**config.mk**
```make
export PLATFORM = sky130hd
export DESIGN_NAME = bcd_counter_display
export DESIGN_NICKNAME = d
export VERILOG_FILES = /design/src/rtl/seg_pkg.sv /design/src/rtl/bcd_digit.sv /design/src/rtl/bcd_counter_display.sv
export SDC_FILE = /design/constraint.sdc
export NUM_CORES = 1
export LEC_CHECK = 0
export CORE_MARGIN = 2
export CORE_UTILIZATION = 49
export DETAILED_ROUTE_END_ITERATION = 10
export HOLD_SLACK_MARGIN = 0.15
export PLACE_DENSITY = 0.82
export SKIP_LAST_GASP = 1
export SLEW_MARGIN = 20
export SYNTH_ARGS = -nofsm -noshare
export SYNTH_HDL_FRONTEND = slang
export SYNTH_SLANG_ARGS = --single-unit
```
**constraint.sdc**
```tcl
create_clock -name clk -period 3 [get_ports clk]
set_input_delay 0.6 -clock clk [delete_from_list [all_inputs] [get_ports clk]]
set_output_delay 0.6 -clock clk [all_outputs]
set_load 0.005 [all_outputs]
```
**src/rtl/seg_pkg.sv**
```systemverilog
// seg_pkg: shared constants and helpers for the BCD counter / seven-segment
// display slice.
//   - SEG_0..SEG_9 : segment patterns {dp,g,f,e,d,c,b,a}, active-high
//   - SEG_BLANK    : all segments off
//   - BCD_MAX      : largest legal BCD digit value
//   - seg_decode() : BCD digit to segment pattern (non-BCD input -> blank)
//   - bcd_sanitize(): maps an illegal nibble (>9) to 0
package seg_pkg;

  localparam logic [7:0] SEG_0     = 8'h3F;
  localparam logic [7:0] SEG_1     = 8'h06;
  localparam logic [7:0] SEG_2     = 8'h5B;
  localparam logic [7:0] SEG_3     = 8'h4F;
  localparam logic [7:0] SEG_4     = 8'h66;
  localparam logic [7:0] SEG_5     = 8'h6D;
  localparam logic [7:0] SEG_6     = 8'h7D;
  localparam logic [7:0] SEG_7     = 8'h07;
  localparam logic [7:0] SEG_8     = 8'h7F;
  localparam logic [7:0] SEG_9     = 8'h6F;
  localparam logic [7:0] SEG_BLANK = 8'h00;
  localparam logic [3:0] BCD_MAX   = 4'd9;

  // Segment pattern for one BCD digit; dp is always off.
  function automatic logic [7:0] seg_decode(input logic [3:0] digit);
    logic [7:0] pattern;
    case (digit)
      4'd0:    pattern = SEG_0;
      4'd1:    pattern = SEG_1;
      4'd2:    pattern = SEG_2;
      4'd3:    pattern = SEG_3;
      4'd4:    pattern = SEG_4;
      4'd5:    pattern = SEG_5;
      4'd6:    pattern = SEG_6;
      4'd7:    pattern = SEG_7;
      4'd8:    pattern = SEG_8;
      4'd9:    pattern = SEG_9;
      default: pattern = SEG_BLANK;
    endcase
    return pattern;
  endfunction

  // Illegal BCD nibbles are stored as zero.
  function automatic logic [3:0] bcd_sanitize(input logic [3:0] nibble);
    logic [3:0] value;
    if (nibble > BCD_MAX) begin
      value = 4'd0;
    end else begin
      value = nibble;
    end
    return value;
  endfunction

endpackage

```
**src/rtl/bcd_digit.sv**
```systemverilog
// bcd_digit: one decade (0..9) of a chained BCD up/down counter.
// Ports:
//   clk, rst            - clock, asynchronous active-high reset
//   load, load_val[3:0] - synchronous load (illegal nibble stored as 0)
//   inc, dec            - count direction qualifiers for this cycle
//   carry_in, borrow_in - this decade steps only when its chain input is high
//   digit[3:0]          - current decade value
//   carry_out           - carry_in while digit is 9 (next decade increments)
//   borrow_out          - borrow_in while digit is 0 (next decade decrements)
module bcd_digit
  import seg_pkg::*;
(
  input  logic       clk,
  input  logic       rst,
  input  logic       load,
  input  logic [3:0] load_val,
  input  logic       inc,
  input  logic       dec,
  input  logic       carry_in,
  input  logic       borrow_in,
  output logic [3:0] digit,
  output logic       carry_out,
  output logic       borrow_out
);

  logic [3:0] digit_r;

  assign digit      = digit_r;
  assign carry_out  = carry_in & (digit_r == BCD_MAX);
  assign borrow_out = borrow_in & (digit_r == 4'd0);

  // Decade register: load wins over counting, increment over decrement.
  always_ff @(posedge clk or posedge rst) begin
    if (rst) begin
      digit_r <= 4'd0;
    end else if (load) begin
      digit_r <= bcd_sanitize(load_val);
    end else if (inc && carry_in) begin
      digit_r <= (digit_r >= BCD_MAX) ? 4'd0 : digit_r + 4'd1;
    end else if (dec && borrow_in) begin
      digit_r <= (digit_r == 4'd0) ? BCD_MAX : digit_r - 4'd1;
    end else begin
      digit_r <= digit_r;
    end
  end

endmodule

```
**src/rtl/bcd_counter_display.sv**
```systemverilog
// bcd_counter_display: DIGITS-wide BCD up/down counter with tick divider,
// synchronous load and a time-multiplexed seven-segment driver with optional
// leading-zero blanking.
// Ports:
//   clk, rst          - clock, asynchronous active-high reset
//   ud                - 1 = count up, 0 = count down (sampled on tick cycle)
//   en                - count enable (display scanning never stops)
//   load, load_val    - synchronous load strobe and BCD value (digit 0 low)
//   count             - current BCD value
//   wrap              - one-cycle pulse on 9..9 -> 0..0 or 0..0 -> 9..9
//   SEG_DATA          - segments {dp,g,f,e,d,c,b,a}, active-high, registered
//   SEG_SEL           - one-hot digit select, bit i = digit i, registered
module bcd_counter_display
  import seg_pkg::*;
#(
  parameter int CLK_DIV  = 50_000_000,
  parameter int SCAN_DIV = 50_000,
  parameter int DIGITS   = 4,
  parameter int LZB      = 1
) (
  input  logic                  clk,
  input  logic                  rst,
  input  logic                  ud,
  input  logic                  en,
  input  logic                  load,
  input  logic [4*DIGITS-1:0]   load_val,
  output logic [4*DIGITS-1:0]   count,
  output logic                  wrap,
  output logic [7:0]            SEG_DATA,
  output logic [DIGITS-1:0]     SEG_SEL
);

  localparam int TICK_W = $clog2(CLK_DIV);
  localparam int SCAN_W = $clog2(SCAN_DIV);
  localparam int IDX_W  = (DIGITS > 1) ? $clog2(DIGITS) : 1;

  logic [TICK_W-1:0]   tick_cnt_r;
  logic                tick_s;
  logic [SCAN_W-1:0]   scan_cnt_r;
  logic [IDX_W-1:0]    idx_r;
  logic                step_up_s;
  logic                step_dn_s;
  logic [DIGITS:0]     carry_s;
  logic [DIGITS:0]     borrow_s;
  logic [4*DIGITS-1:0] count_s;
  logic                wrap_r;
  logic [3:0]          cur_digit_s;
  logic                upper_zero_s;
  logic                blank_s;
  logic [7:0]          seg_data_s;
  logic [DIGITS-1:0]   seg_sel_s;
  logic [7:0]          seg_data_r;
  logic [DIGITS-1:0]   seg_sel_r;

  assign tick_s = (tick_cnt_r == TICK_W'(CLK_DIV - 1));

  // Free-running tick divider; keeps running while en is low.
  always_ff @(posedge clk or posedge rst) begin
    if (rst) begin
      tick_cnt_r <= '0;
    end else if (tick_s) begin
      tick_cnt_r <= '0;
    end else begin
      tick_cnt_r <= tick_cnt_r + TICK_W'(1);
    end
  end

  // Load suppresses any coincident tick.
  assign step_up_s   = tick_s & en & ud & ~load;
  assign step_dn_s   = tick_s & en & ~ud & ~load;
  assign carry_s[0]  = 1'b1;
  assign borrow_s[0] = 1'b1;

  genvar gi;
  generate
    for (gi = 0; gi < DIGITS; gi++) begin : g_digit
      bcd_digit u_digit (
        .clk        (clk),
        .rst        (rst),
        .load       (load),
        .load_val   (load_val[4*gi +: 4]),
        .inc        (step_up_s),
        .dec        (step_dn_s),
        .carry_in   (carry_s[gi]),
        .borrow_in  (borrow_s[gi]),
        .digit      (count_s[4*gi +: 4]),
        .carry_out  (carry_s[gi+1]),
        .borrow_out (borrow_s[gi+1])
      );
    end
  endgenerate

  assign count = count_s;

  // Wrap pulse: a carry or borrow rippled out of the top decade.
  always_ff @(posedge clk or posedge rst) begin
    if (rst) begin
      wrap_r <= 1'b0;
    end else begin
      wrap_r <= (step_up_s & carry_s[DIGITS]) | (step_dn_s & borrow_s[DIGITS]);
    end
  end

  assign wrap = wrap_r;

  // Scan divider and digit index rotation.
  always_ff @(posedge clk or posedge rst) begin
    if (rst) begin
      scan_cnt_r <= '0;
      idx_r      <= '0;
    end else if (scan_cnt_r == SCAN_W'(SCAN_DIV - 1)) begin
      scan_cnt_r <= '0;
      idx_r      <= (idx_r == IDX_W'(DIGITS - 1)) ? '0 : idx_r + IDX_W'(1);
    end else begin
      scan_cnt_r <= scan_cnt_r + SCAN_W'(1);
      idx_r      <= idx_r;
    end
  end

  // Select the scanned digit and check whether it and all higher digits are 0.
  always_comb begin
    seg_sel_s    = '0;
    cur_digit_s  = 4'd0;
    upper_zero_s = 1'b1;
    for (int i = 0; i < DIGITS; i++) begin
      if (idx_r == IDX_W'(i)) begin
        seg_sel_s[i] = 1'b1;
        cur_digit_s  = count_s[4*i +: 4];
      end else begin
        seg_sel_s[i] = 1'b0;
      end
      if ((IDX_W'(i) >= idx_r) && (count_s[4*i +: 4] != 4'd0)) begin
        upper_zero_s = 1'b0;
      end else begin
        upper_zero_s = upper_zero_s;
      end
    end
  end

  // Digit 0 is never blanked, so a zero value still shows "0".
  always_comb begin
    blank_s = (LZB != 0) && (idx_r != '0) && upper_zero_s;
    if (blank_s) begin
      seg_data_s = SEG_BLANK;
    end else begin
      seg_data_s = seg_decode(cur_digit_s);
    end
  end

  // Registered display outputs.
  always_ff @(posedge clk or posedge rst) begin
    if (rst) begin
      seg_data_r <= 8'h00;
      seg_sel_r  <= '0;
    end else begin
      seg_data_r <= seg_data_s;
      seg_sel_r  <= seg_sel_s;
    end
  end

  assign SEG_DATA = seg_data_r;
  assign SEG_SEL  = seg_sel_r;

endmodule

```
==> results of run 1 <==
-- through the flow --
step	hold WS, ps	area, µm²	worst slack, ps
2_1_floorplan	425.1	4549	575.1
3_3_place_gp	438.3	5134	378.8
6_report	468.8	5319	520.1
4_1_cts	476.3	5319	580.6
3_5_place_dp	463.5	5134	268.5
5_1_grt	506.4	5319	413.5
-- cell families after synthesis --
| logic type | synth area share |
|---|---|
| xor+xnor | 0.07123 |
| buf+inv | 0.04180 |
| fa+ha+maj | 0.06601 |
| compound gates | 0.1656 |
| other cells | 0.0008243 |
| mux | 0.02558 |
| flops | 0.3960 |
| simple gates | 0.2329 |
-- critical path: cells and delay by family (launching register included) --
family / cells / cell delay [ps]
buffers and inverters: 1 / 200
and+or+nand+nor: 2 / 770
DFF: 1 / 480
adders and majority gates: 1 / 290
AOI/OAI and AO/OA: 3 / 660
-- cell type report --
cell class                      instances  area [µm²]  share of cell area
Sequential cell                        72        1802              0.3387
Timing Repair Buffer                   53       530.5             0.09974
Clock buffer                            9       123.9             0.02329
Tap cell                              111       138.9             0.02611
Clock inverter                          7       61.31             0.01153
Inverter                               28       105.1             0.01976
Multi-Input combinational cell        371        2557              0.4808
-- sequential cells by signal (all words and copies together) (netlist names) --
| name | cells |
|---|---|
| SEG_SEL | 4 |
| SEG_DATA | 7 |
| wrap | 1 |
| idx_r | 2 |
| scan_cnt_r | 16 |
| g_digit.u_digit.digit | 16 |
| tick_cnt_r | 26 |
-- worst min path at each step --
stage,startpoint,end,slack [ps],depth (start not counted)
floorplan,scan_cnt_r[0],scan_cnt_r[0],430,1
global placement,scan_cnt_r[0],scan_cnt_r[0],440,1
detailed placement,scan_cnt_r[0],scan_cnt_r[0],460,1
CTS,scan_cnt_r[0],scan_cnt_r[0],480,1
global route,scan_cnt_r[0],scan_cnt_r[0],510,1
finish,scan_cnt_r[0],scan_cnt_r[0],470,1
-- cells in the final DEF (no fill, tap or decap), types with 3 or more instances in the layout --
cell / n
mux2i_1: 6
nor4_1: 4
o21ai_0: 24
a221oi_1: 6
nor4b_1: 3
mux2_2: 3
ha_1: 24
a31oi_1: 6
nand4_1: 12
and2_1: 5
and3_1: 11
inv_1: 27
clkbuf_8: 9
dfrtp_1: 72
nor3_1: 9
xor2_1: 18
clkdlybuf4s50_1: 48
xnor2_1: 19
a211oi_1: 9
a21o_1: 4
inv_6: 4
a221o_1: 6
nor3b_1: 8
o31ai_1: 3
nand2b_1: 3
a21oi_1: 25
nor2b_1: 7
nand3_1: 20
o22ai_1: 7
nand3b_1: 6
nand2_1: 26
or3_1: 4
and4_1: 6
a41oi_1: 3
nor2_1: 46
buf_4: 4
a21boi_0: 3
-- power by group through the flow --
stage | clock, W | combinational (W) | sequential (W)
after detailed placement | 0 | 0.000414 | 0.00110
after floorplan | 0 | 0.000267 | 0.00106
after global routing | 0.000791 | 0.000465 | 0.00109
after CTS | 0.000751 | 0.000417 | 0.00108
final | 0.000740 | 0.000419 | 0.00108
after global placement | 0 | 0.000400 | 0.00109
-- metal layers --
metal	vias to the layer above	wire length, µm	GRT usage
li1	1868	-	-
met1	1906	4643	0.2865
met2	115	5334	0.3913
met3	9	526	0.03760
met4	0	124	0.07271
met5	-	0	0
==> out/metrics.cfg, run 1 <==
[power_and_ir_drop]
combPwrFrac = 0.187
switching_share = 0.3117
clkPwrFrac = 0.331
power.density_nw_per_um2 = 420.6
ir_drop_mv = 0.2880
leakage_nw = 2.331
seqPwrFrac = 0.482
power.switching_w = 0.0006972
power_w = 0.002237
p_int_w = 0.001540

[setup_path]
crit_top_cell = a211oi_1
startpoint = g_digit[2].u_digit.digit[1]
critPathSlowestCell = dfrtp_1
required_ps = 3280
timing.rr.start = g_digit[2].u_digit.digit[1]
worst_setup_path_end_kind = flip-flop
path_max_fanout = 6
critical_path_class = reg -> reg
path_cells = inv_1 > ha_1 > nor3b_1 > nand4_1 > o31ai_1 > a211oi_1 > a211oi_1
r2r_slack_ps = 520
critPathMaxStageDelay_ps = 480
worstReg2RegEnd = g_digit[3].u_digit.digit[2]
cp-start-kind = flip-flop
cp-endpoint = g_digit[3].u_digit.digit[2]
ff2ff_path_depth = 7
critPathArrivalTime_ps = 2760

[sta]
worst_pin_slew_ps = 691.4
drv_slew = 0
max_slew_margin = 0.5348
fin_skew_ps = 13.80
period_share = 0.8266
finalHoldViolCount = 0
min_period_ps = 2480
finalSetupTns_ps = 0
setup_viol = 0
max_freq_mhz = 403.2
rsz0062_at_grt = false

[clocking]
clk_path_buf_depth = 2
h-tree-depth = 3
postCtsHoldBufs = 0
cts_buffers = 9
cts_root_buf = clkbuf_8
post-cts-setup-buffer-count = 0
clk_pin_slew_ps = 90
clock_sinks = 72
ctsResizeCount = 0
clk_latency_ps = 360
cts_tree = done

[global_routing]
grt_use_total = 0.2253
grt_max_degree = 36
grt_pass1_vias = 3854
grt_remaining_overflow = 0
antenna_found_initial = 0
grt_pass1_wl_um = 18140

[yosys]
syn_area_per_cell_um2 = 9.266
synth_cell_types = 64
synthFlopType = dfrtp_1
synth_most_common_cell = dfrtp_1
yosysSeqAreaShare = 0.3960
syn_nets = 536
synth_top_area_cell = dfrtp_1
yosysWarningCount = 0
synth_edf_count = 0
synthArstFlopShare = 1.000
synth_area_um2 = 4549
synth_area_leaders = dfrtp_1 40%, ha_1 6.6%, nor2_1 3.8%
synth_seq_cells = 72
synthCells = 491
synth_top_area_share = 0.3960
synthTopCellsByCount = 72 x dfrtp_1, 46 x nor2_1, 28 x inv_1, 26 x nand2_1, 25 x a21oi_1

[cells_and_area]
n_antenna_cell = 0
syn2layout_area_growth_pct = 16.91
fillCellCount = 759
stdcell_count = 651
final_util = 0.5839
drive_above_1_share = 0.07222
nets = 580

[placed_design]
portBuffers = 48
gp_congestion = 0.9164
dp_cells = 635
dp_hpwl_um = 7880

[job]
cap_violations = 0

[floorplanning]
initial_core_util = 0.4995
num_io_pins = 50
coreArea_um2 = 9109
die-width_um = 100.4
dieArea_um2 = 10070
die_h_um = 100.4
num_rows = 35

[detailed_routing]
dr.pass1.iters = 5
detail_route.wl_per_cell_um = 16.33
routed_wl_um = 10630
vias_per_cell = 5.988
vias = 3898
drt-initial-drc-count = 248
drc = 0
ant_nets = 0

[min_path]
hold_class = reg -> reg

[outcome]
status = finished, final reports clean

Note: power is estimated with default switching activity, not from simulation.
==> inputs of run 2 (changes only) <==
==> constraint.sdc (replaced) <==
create_clock -name clk -period 2.55 [get_ports clk]
set_input_delay 0.51 -clock clk [delete_from_list [all_inputs] [get_ports clk]]
set_output_delay 0.51 -clock clk [all_outputs]
set_load 0.005 [all_outputs]
==> run 2 against run 1 <==
Setup slack worse by 310 ps. Non-clock buffer count is 9 higher. Cell area is 2.0% higher. Clock-buffer cell count stayed put.
==> out/metrics.cfg, run 2 (same netlist as run 1, synthesis figures left out) <==
[cells_and_area]
final_common_cell = dfrtp_1  ; unchanged
final_util = 0.5959  ; was 0.5839
drive_above_1_share = 0.08743  ; was 0.07222
multi_input_area_um2 = 2557  ; unchanged
fillCellCount = 758  ; was 759
syn2layout_area_growth_pct = 19.31  ; was 16.91%
stdcell_count = 660  ; was 651
top_register = tick_cnt_r  ; unchanged
mostFrequentLayoutCells = 72 x dfrtp_1, 48 x clkdlybuf4s50_1, 46 x nor2_1  ; unchanged
nets = 589  ; was 580
largest_register_ffs = 26  ; unchanged
n_antenna_cell = 0  ; unchanged
regArea_um2 = 1802  ; unchanged

[setup_path]
critical_path_class = reg -> reg  ; unchanged
path_buf_inv = 1  ; unchanged
cp-start-kind = flip-flop  ; unchanged
critPathMaxStageDelay_ps = 470  ; was 480 ps
critPathSlowestCell = dfrtp_1  ; unchanged
worst_setup_path_end_kind = flip-flop  ; unchanged
critPathArrivalTime_ps = 2570  ; was 2760 ps
path_max_fanout = 6  ; unchanged
cp_top_family = simple AND/OR/NAND/NOR gates  ; unchanged
required_ps = 2780  ; was 3280 ps
path_cells = inv_1 > ha_1 > nor3b_1 > o22ai_1 > or3_1 > o21ai_1 > a21oi_1  ; was inv_1 > ha_1 > nor3b_1 > nand4_1 > o31ai_1 > a211oi_1 > a211oi_1

[sta]
finalSetupTns_ps = 0  ; unchanged
holdWs_ps = 458.7  ; was 468.8 ps
fin_ws_ps = 208.4  ; was 520.1 ps
period_share = 0.9183  ; was 0.8266
finalHoldViolCount = 0  ; unchanged
drv_slew = 0  ; unchanged
setup_viol = 0  ; unchanged
min_period_ps = 2342  ; was 2480 ps
fin_skew_ps = 9.319  ; was 13.80 ps
max_freq_mhz = 427.1  ; was 403.2 MHz
worst_pin_slew_ps = 706.1  ; was 691.4 ps
rsz0062_at_grt = false  ; unchanged
max_slew_margin = 0.5249  ; was 0.5348

[floorplanning]
num_rows = 35  ; unchanged
dieArea_um2 = 10070  ; unchanged
initial_core_util = 0.4995  ; unchanged
die-width_um = 100.4  ; unchanged
num_io_pins = 50  ; unchanged
die_h_um = 100.4  ; unchanged
coreArea_um2 = 9109  ; unchanged

[placed_design]
dp_cells = 644  ; was 635
portBuffers = 48  ; unchanged
dpl_worst_slack_ps = 95.29  ; was 268.5 ps
gp_congestion = 0.8896  ; was 0.9164
dp_hpwl_um = 8006  ; was 7880 µm

[power_and_ir_drop]
leakage_nw = 2.403  ; was 2.331 nW
combPwrFrac = 0.181  ; was 0.187
power.switching_w = 0.0008057  ; was 0.0006972 W
clkPwrFrac = 0.372  ; was 0.331
p_int_w = 0.002010  ; was 0.001540 W
power.density_nw_per_um2 = 518.8  ; was 420.6 nW/µm²
seqPwrFrac = 0.447  ; was 0.482
switching_share = 0.2861  ; was 0.3117
ir_drop_mv = 0.3379  ; was 0.2880 mV

[detailed_routing]
vias_per_cell = 6.091  ; was 5.988
ant_nets = 0  ; unchanged
dr.pass1.iters = 5  ; unchanged
drc = 0  ; unchanged
routed_wl_um = 11180  ; was 10,630 µm
detail_route.wl_per_cell_um = 16.94  ; was 16.33 µm
drt-initial-drc-count = 304  ; was 248
vias = 4020  ; was 3,898

[global_routing]
antenna_found_initial = 0  ; unchanged
use_met2 = 0.3965  ; was 0.3913
grt_max_degree = 73  ; was 36
grt_use_total = 0.2326  ; was 0.2253
use_met3 = 0.03760  ; unchanged
grt_remaining_overflow = 0  ; unchanged
busiest_layer = met2  ; unchanged
grt_pass1_vias = 3927  ; was 3,854
grt_pass1_wl_um = 18730  ; was 18,140 µm
use_met1 = 0.2872  ; was 0.2865

[clocking]
clk_latency_ps = 360  ; about the same
cts_tree = done  ; unchanged
cts_root_buf = clkbuf_8  ; unchanged
clk_path_buf_depth = 2  ; unchanged
clk_pin_slew_ps = 80  ; was 90 ps
cts_buffers = 9  ; unchanged
h-tree-depth = 3  ; unchanged
clock_sinks = 72  ; unchanged

[outcome]
status = finished, final reports clean  ; unchanged

[job]
cap_violations = 0  ; unchanged

[min_path]
hold_class = reg -> reg  ; unchanged

## run 2: changes by cell type in the layout (fill, tap and decap cells not counted)
cell        change
bufinv_16       +2
clkinvlp_4      -2
o21ai_1         +1
o21ai_0         -1
clkinv_4        +1
buf_4           +9
clkinv_2        +1
inv_6           -2
## run 2: cell type report
type	count	share of cell area
well taps	111	0.02559
flip-flops and latches	72	0.3320
repair buffers	62	0.1102
inverters	28	0.01936
multi-input cells	371	0.4712
clock inverters	7	0.01890
clock buffers	9	0.02282
## run 2: final timing paths
| path | endpoint | slack, ps | from | cells past startpoint |
|---|---|---|---|---|
| max | SEG_DATA[5] | 210 | g_digit[2].u_digit.digit[1] | 7 |
| min | scan_cnt_r[0] | 460 | scan_cnt_r[0] | 1 |
| max reg2reg | SEG_DATA[5] | 210 | g_digit[2].u_digit.digit[1] | 7 |
| min reg2reg | scan_cnt_r[0] | 460 | scan_cnt_r[0] | 1 |
| max in group asynchronous | wrap | 1710 | rst | 3 |
| min in group asynchronous | tick_cnt_r[20] | 540 | rst | 3 |
## run 2: timing repair
action                     4_1_cts  5_1_grt
setup buffers                    0        0
gates resized for setup          0        1
hold buffers                     0        0
setup endpoints to repair        0        5
## run 2: per-layer routing
| metal | vias up | share of wire |
|---|---|---|
| li1 | 1884 | - |
| met1 | 1954 | 0.41 |
| met2 | 154 | 0.51 |
| met3 | 28 | 0.056 |
| met4 | 0 | 0.024 |
| met5 | - | 0 |
## run 2: stage by stage
stage,cell area (µm²),power [W]
5_1_grt,5428,0.002939
3_3_place_gp,5201,0.001759
2_1_floorplan,4549,0.001560
3_5_place_dp,5201,0.001780
4_1_cts,5428,0.002825
6_report,5428,0.002816
## run 2: power groups by stage
| stage | Combinational, W | Clock [W] | Sequential (W) |
|---|---|---|---|
| floorplan | 0.000314 | 0 | 0.00125 |
| global placement | 0.000481 | 0 | 0.00128 |
| detailed placement | 0.000500 | 0 | 0.00128 |
| CTS | 0.000505 | 0.00106 | 0.00126 |
| global route | 0.000565 | 0.00111 | 0.00127 |
| finish | 0.000509 | 0.00105 | 0.00126 |
